### src/rtl/alu_arbiter.sv
// Two-requester arbiter in front of one shared combinational ALU; one operation in flight.
// Define ALU_ARB_ROUND_ROBIN_EN for alternating grants on ties; default is fixed priority (req0).
module alu_arbiter #(
  parameter int unsigned WIDTH = 32
) (
  input  logic             clk,
  input  logic             rst,
  input  logic             req0_valid,
  output logic             req0_ready,
  input  logic [WIDTH-1:0] req0_op1,
  input  logic [WIDTH-1:0] req0_op2,
  input  logic [3:0]       req0_sel,
  input  logic             req1_valid,
  output logic             req1_ready,
  input  logic [WIDTH-1:0] req1_op1,
  input  logic [WIDTH-1:0] req1_op2,
  input  logic [3:0]       req1_sel,
  output logic [WIDTH-1:0] alu_op1,
  output logic [WIDTH-1:0] alu_op2,
  output logic [3:0]       alu_sel,
  input  logic [WIDTH-1:0] alu_out,
  output logic             rsp_valid,
  input  logic             rsp_ready,
  output logic             rsp_id,
  output logic [WIDTH-1:0] rsp_data,
  output logic             rsp_err
);

  typedef enum logic [1:0] {StIdle, StExec, StResp} state_e;

  state_e           state_q, state_d;
  logic [WIDTH-1:0] alu_op1_q, alu_op1_d;
  logic [WIDTH-1:0] alu_op2_q, alu_op2_d;
  logic [3:0]       alu_sel_q, alu_sel_d;
  logic             req_id_q, req_id_d;
  logic             rsp_valid_q, rsp_valid_d;
  logic             rsp_id_q, rsp_id_d;
  logic [WIDTH-1:0] rsp_data_q, rsp_data_d;
  logic             rsp_err_q, rsp_err_d;
`ifdef ALU_ARB_ROUND_ROBIN_EN
  logic             last_grant_q, last_grant_d;
`endif

  logic gnt_any;
  logic gnt_id;
  logic accept;
  logic sel_illegal;

  always_comb begin
    gnt_any = req0_valid | req1_valid;
`ifdef ALU_ARB_ROUND_ROBIN_EN
    // On a tie the requester that did not win last time is served.
    if (req0_valid && req1_valid) begin
      gnt_id = ~last_grant_q;
    end else begin
      gnt_id = ~req0_valid;
    end
`else
    gnt_id = ~req0_valid;
`endif
  end

  assign accept      = (state_q == StIdle) && gnt_any;
  assign req0_ready  = rst && accept && !gnt_id;
  assign req1_ready  = rst && accept && gnt_id;
  assign sel_illegal = (alu_sel_q > 4'd10);

  always_comb begin
    state_d     = state_q;
    alu_op1_d   = alu_op1_q;
    alu_op2_d   = alu_op2_q;
    alu_sel_d   = alu_sel_q;
    req_id_d    = req_id_q;
    rsp_valid_d = rsp_valid_q;
    rsp_id_d    = rsp_id_q;
    rsp_data_d  = rsp_data_q;
    rsp_err_d   = rsp_err_q;
`ifdef ALU_ARB_ROUND_ROBIN_EN
    last_grant_d = last_grant_q;
`endif
    unique case (state_q)
      StIdle: begin
        if (accept) begin
          alu_op1_d = gnt_id ? req1_op1 : req0_op1;
          alu_op2_d = gnt_id ? req1_op2 : req0_op2;
          alu_sel_d = gnt_id ? req1_sel : req0_sel;
          req_id_d  = gnt_id;
`ifdef ALU_ARB_ROUND_ROBIN_EN
          last_grant_d = gnt_id;
`endif
          state_d   = StExec;
        end
      end
      StExec: begin
        rsp_data_d  = sel_illegal ? '0 : alu_out;
        rsp_err_d   = sel_illegal;
        rsp_id_d    = req_id_q;
        rsp_valid_d = 1'b1;
        state_d     = StResp;
      end
      StResp: begin
        if (rsp_ready) begin
          rsp_valid_d = 1'b0;
          state_d     = StIdle;
        end
      end
      default: state_d = StIdle;
    endcase
  end

  always_ff @(posedge clk) begin
    if (!rst) begin
      state_q     <= StIdle;
      alu_op1_q   <= '0;
      alu_op2_q   <= '0;
      alu_sel_q   <= '0;
      req_id_q    <= 1'b0;
      rsp_valid_q <= 1'b0;
      rsp_id_q    <= 1'b0;
      rsp_data_q  <= '0;
      rsp_err_q   <= 1'b0;
`ifdef ALU_ARB_ROUND_ROBIN_EN
      last_grant_q <= 1'b1;
`endif
    end else begin
      state_q     <= state_d;
      alu_op1_q   <= alu_op1_d;
      alu_op2_q   <= alu_op2_d;
      alu_sel_q   <= alu_sel_d;
      req_id_q    <= req_id_d;
      rsp_valid_q <= rsp_valid_d;
      rsp_id_q    <= rsp_id_d;
      rsp_data_q  <= rsp_data_d;
      rsp_err_q   <= rsp_err_d;
`ifdef ALU_ARB_ROUND_ROBIN_EN
      last_grant_q <= last_grant_d;
`endif
    end
  end

  assign alu_op1   = alu_op1_q;
  assign alu_op2   = alu_op2_q;
  assign alu_sel   = alu_sel_q;
  assign rsp_valid = rsp_valid_q;
  assign rsp_id    = rsp_id_q;
  assign rsp_data  = rsp_data_q;
  assign rsp_err   = rsp_err_q;

endmodule

### config.mk
export PLATFORM = sky130hd
export DESIGN_NAME = alu_arbiter
export DESIGN_NICKNAME = d
export VERILOG_FILES = /design/src/rtl/alu_arbiter.sv
export SDC_FILE = /design/constraint.sdc
export NUM_CORES = 1
export LEC_CHECK = 0
export ABC_AREA = 1
export CORE_UTILIZATION = 39
export DETAILED_ROUTE_END_ITERATION = 8
export PLACE_DENSITY = 0.9
export SLEW_MARGIN = 20
export SYNTH_ARGS = -nofsm -noshare
export SYNTH_HDL_FRONTEND = slang
export SYNTH_SLANG_ARGS = --single-unit
### constraint.sdc
create_clock -name clk -period 1.3 [get_ports clk]
set_input_delay 0.195 -clock clk [delete_from_list [all_inputs] [get_ports clk]]
set_output_delay 0.195 -clock clk [all_outputs]
set_load 0.005 [all_outputs]
==> impl_metrics.prom <==
# TYPE chip_impl_metric gauge
chip_impl_metric{name="total_setup_violations_reported_at_the_end_of_the_flow",unit=""} 2
chip_impl_metric{name="synth_top_area_frac",unit=""} 0.415
chip_impl_info{name="combinational_family_with_the_most_area_after_synthesis",value="simple AND/OR/NAND/NOR gates"} 1
chip_impl_metric{name="sequentialPowerShare",unit=""} 0.417
chip_impl_metric{name="overall_via_count_from_detail_route",unit=""} 6117
chip_impl_metric{name="num-fill-cells",unit=""} 1055
chip_impl_metric{name="max_slew_margin",unit=""} 0.645
chip_impl_metric{name="synth_simple_gate_area_frac",unit=""} 0.468
chip_impl_metric{name="worst_skew_pair.late_latency",unit="ns"} 0.35
chip_impl_metric{name="layout_setup_ws",unit="ns"} -0.00539
chip_impl_metric{name="drv_cap",unit=""} 0
chip_impl_info{name="ctsRootBufferMaster",value="clkbuf_16"} 1
chip_impl_metric{name="cts.sinks",unit=""} 106
chip_impl_metric{name="tightestPinTransition",unit="ns"} 0.532
chip_impl_metric{name="placementRows",unit=""} 41
chip_impl_metric{name="grt_start_max_net_pins",unit=""} 127
chip_impl_metric{name="timing.critical_path.required",unit="ns"} 1.11
chip_impl_metric{name="ctsHtreeMaxLevel",unit=""} 3
chip_impl_metric{name="yosys-mux-area-fraction",unit=""} 0
chip_impl_info{name="leading_cell_types_in_the_layout_fill_and_taps_excluded",value="nand2_1 (311), nand3_1 (193), clkdlybuf4s50_1 (169)"} 1
chip_impl_info{name="cell_type_with_the_largest_total_area_after_synthesis",value="dfxtp_1"} 1
chip_impl_metric{name="path_clk_slew",unit="ns"} 0.07
chip_impl_metric{name="setup_tns",unit="ns"} -0.00570
chip_impl_metric{name="p_leak",unit="nW"} 4.70
chip_impl_metric{name="share_comb_of_total_power",unit=""} 0.292
chip_impl_metric{name="regArea",unit="mm2"} 0.00214
chip_impl_metric{name="grt_antenna_before_repair",unit=""} 0
chip_impl_info{name="layout_commonest_cell",value="nand2_1"} 1
chip_impl_metric{name="count_of_nets_after_finishing",unit=""} 1251
chip_impl_metric{name="first_pass_iters",unit=""} 6
chip_impl_metric{name="start_util",unit=""} 0.402
chip_impl_metric{name="ys_types",unit=""} 19
chip_impl_info{name="grt_setup_unrepaired",value="true"} 1
chip_impl_metric{name="intPower",unit="mW"} 6.38
chip_impl_metric{name="synthesis.yosys.warnings",unit=""} 0
chip_impl_info{name="critPathCaptureType",value="output port"} 1
chip_impl_info{name="status",value="finished with violations"} 1
chip_impl_metric{name="postPlaceCellArea",unit="mm2"} 0.00801
chip_impl_metric{name="synth_fa_ha_area_frac",unit=""} 0
chip_impl_metric{name="port_buffers",unit=""} 277
chip_impl_metric{name="timing.fmax",unit="MHz"} 766
chip_impl_metric{name="period_share",unit=""} 1.00
chip_impl_metric{name="mappedNetlistArea",unit="mm2"} 0.00511
chip_impl_info{name="clock_tree_from_tritoncts",value="built"} 1
chip_impl_metric{name="place.detailed.hpwl",unit="um"} 11700
chip_impl_metric{name="floorplan_core_area",unit="mm2"} 0.0127
chip_impl_metric{name="period_needed",unit="ns"} 1.31
chip_impl_metric{name="power.share.clock",unit=""} 0.291
chip_impl_metric{name="via_per_inst",unit=""} 4.87
chip_impl_metric{name="grt_first_pass_wirelength",unit="um"} 25800
chip_impl_info{name="startpoint_type",value="register"} 1
chip_impl_info{name="hold_class",value="in -> reg"} 1
chip_impl_metric{name="dieWidth",unit="um"} 116
chip_impl_metric{name="timing.final.max_slew_violations",unit=""} 0
chip_impl_metric{name="drt-initial-drc-count",unit=""} 431
chip_impl_metric{name="total_global_route_track_usage",unit=""} 0.244
chip_impl_info{name="failing_checks",value="setup timing"} 1
chip_impl_metric{name="antenna_cells",unit=""} 0
chip_impl_metric{name="synth_cells",unit=""} 806
chip_impl_metric{name="post_synth_xor_xnor_area",unit=""} 0
chip_impl_metric{name="switching_share",unit=""} 0.288
chip_impl_metric{name="synth_fp_nets",unit=""} 979
chip_impl_metric{name="multi_input_area",unit="mm2"} 0.00250
chip_impl_info{name="synth_top_cells_by_area",value="dfxtp_1 (42%), nand2_1 (23%), nand3_1 (20%)"} 1
chip_impl_metric{name="synth_compound_gate_area_share",unit=""} 0.00294
chip_impl_metric{name="switchingPower",unit="mW"} 2.58
chip_impl_metric{name="number_of_global_route_vias_before_repair",unit=""} 5346
chip_impl_metric{name="place_congestion",unit=""} 0.795
chip_impl_info{name="classification_of_the_worst_setup_path",value="reg -> out"} 1
chip_impl_metric{name="worst_clock_skew_on_the_final_layout",unit="ns"} 0.00588
chip_impl_metric{name="yosys_register_bits",unit=""} 106
chip_impl_metric{name="design.die.area",unit="mm2"} 0.0136
chip_impl_metric{name="postRouteAntennaNets",unit=""} 0
chip_impl_metric{name="power.ir.vdd_worst",unit="mV"} 0.532
chip_impl_metric{name="routed_wire_length_per_instance",unit="um"} 14.6
chip_impl_metric{name="drt_wl_total",unit="um"} 18300
chip_impl_metric{name="cts_max_path_buffers",unit=""} 2
chip_impl_metric{name="crit_arrival",unit="ns"} 1.11
chip_impl_metric{name="sum_of_overflow_across_all_layers_after_global_routing",unit=""} 0
chip_impl_metric{name="number_of_i_o_pins",unit=""} 278
chip_impl_metric{name="drcViolationCount",unit=""} 0
chip_impl_metric{name="pwr_density_cell",unit="mW/mm2"} 1020
chip_impl_metric{name="path_max_fanout",unit=""} 3
chip_impl_metric{name="area_delta_synth_final",unit="%"} 71.6
chip_impl_metric{name="post_synthesis_mean_instance_area",unit="um2"} 6.34
chip_impl_metric{name="cts-buffers-inserted",unit=""} 9
chip_impl_metric{name="fraction_of_the_yosys_area_taken_by_sequential_cells",unit=""} 0.415
chip_impl_metric{name="hold_viol",unit=""} 0
chip_impl_metric{name="drive_gt1_frac",unit=""} 0.0886
chip_impl_metric{name="die-height",unit="um"} 116
chip_impl_metric{name="postLayoutCellArea",unit="mm2"} 0.00877
[repair_timing]
action	CTS	global route
hold buffers	0	0
gates resized for setup	127	36
buffers inserted	3	7
endpoints found under the setup margin	208	103
cloned	2	13
pin swaps	1	16
[cells by family (layout without fill, tap and decap cells)]
kind of cell    Yosys count  in the layout
simple gates            562            562
buf+inv                 135            412
flops                   106            106
compound gates            3              3
[metal layers]
layer | share of wire | GRT usage | up-vias
li1 | - | - | 3057
met1 | 0.39 | 0.279 | 2718
met2 | 0.48 | 0.408 | 287
met3 | 0.089 | 0.0721 | 55
met4 | 0.038 | 0.132 | 0
met5 | 0 | 0 | -
[cell usage after synthesis]
cell type	number
a21oi_1	2
buf_1	7
buf_2	31
buf_4	2
buf_6	4
clkbuf_1	17
dfxtp_1	106
inv_1	71
inv_2	3
nand2_1	312
nand2_2	3
nand3_1	203
nand3b_1	1
nand4_1	1
nor2_1	38
nor2_2	2
nor2_4	1
nor3_1	1
o21ai_0	1
[sequential cells by signal, indices dropped and copies added (netlist names)]
signal / count
state_q: 2
alu_sel: 4
rsp_valid: 1
alu_op1: 32
rsp_data: 32
req_id_q: 1
rsp_id: 1
alu_op2: 32
rsp_err: 1
[worst max-delay path, stage by stage, from the launching register on]
cell and delay, ns:
dfxtp_4 0.37, nor2_4 0.09, nand2_2 0.06, nor3_2 0.10
buf_2 0.15
[layout make-up]
class                           count  area share
Timing Repair Buffer              322       0.381
Multi-Input combinational cell    565       0.285
Sequential cell                   106       0.244
Inverter                           74      0.0331
Clock inverter                      5     0.00328
Tap cell                          172      0.0245
Clock buffer                       11      0.0288
[stage by stage]
stage,setup WS (ns),utilization,hold WS [ns],power (mW),std cells
detailed placement,-0.497,0.630,0.456,6.19,1214
CTS,-0.118,0.651,0.221,8.67,1235
global placement,-0.477,0.630,0.449,6.13,1214
finish,-0.00539,0.689,0.250,8.96,1255
floorplan,0.119,-,0.375,4.79,806
global route,-0.0781,0.689,0.272,9.41,1255
[power groups by stage]
| stage | sequential [mW] | combinational [mW] | clock [mW] |
|---|---|---|---|
| final | 3.73 | 2.62 | 2.61 |
| after global routing | 3.76 | 2.88 | 2.77 |
| after CTS | 3.72 | 2.30 | 2.64 |
| after detailed placement | 3.80 | 2.39 | 0 |
| after global placement | 3.79 | 2.34 | 0 |
| after floorplan | 3.82 | 0.968 | 0 |
[worst paths after layout]
path | from | endpoint | slack [ns] | depth (start not counted)
worst max-delay path | state_q[0] | req0_ready | -0.005 | 4
worst max register to register | state_q[1] | rsp_data[1] | 0 | 8
worst min-delay path | rst | state_q[0] | 0.25 | 4
worst min register to register | rsp_valid | rsp_valid | 0.46 | 2
Note: power is estimated with default switching activity, not from simulation.
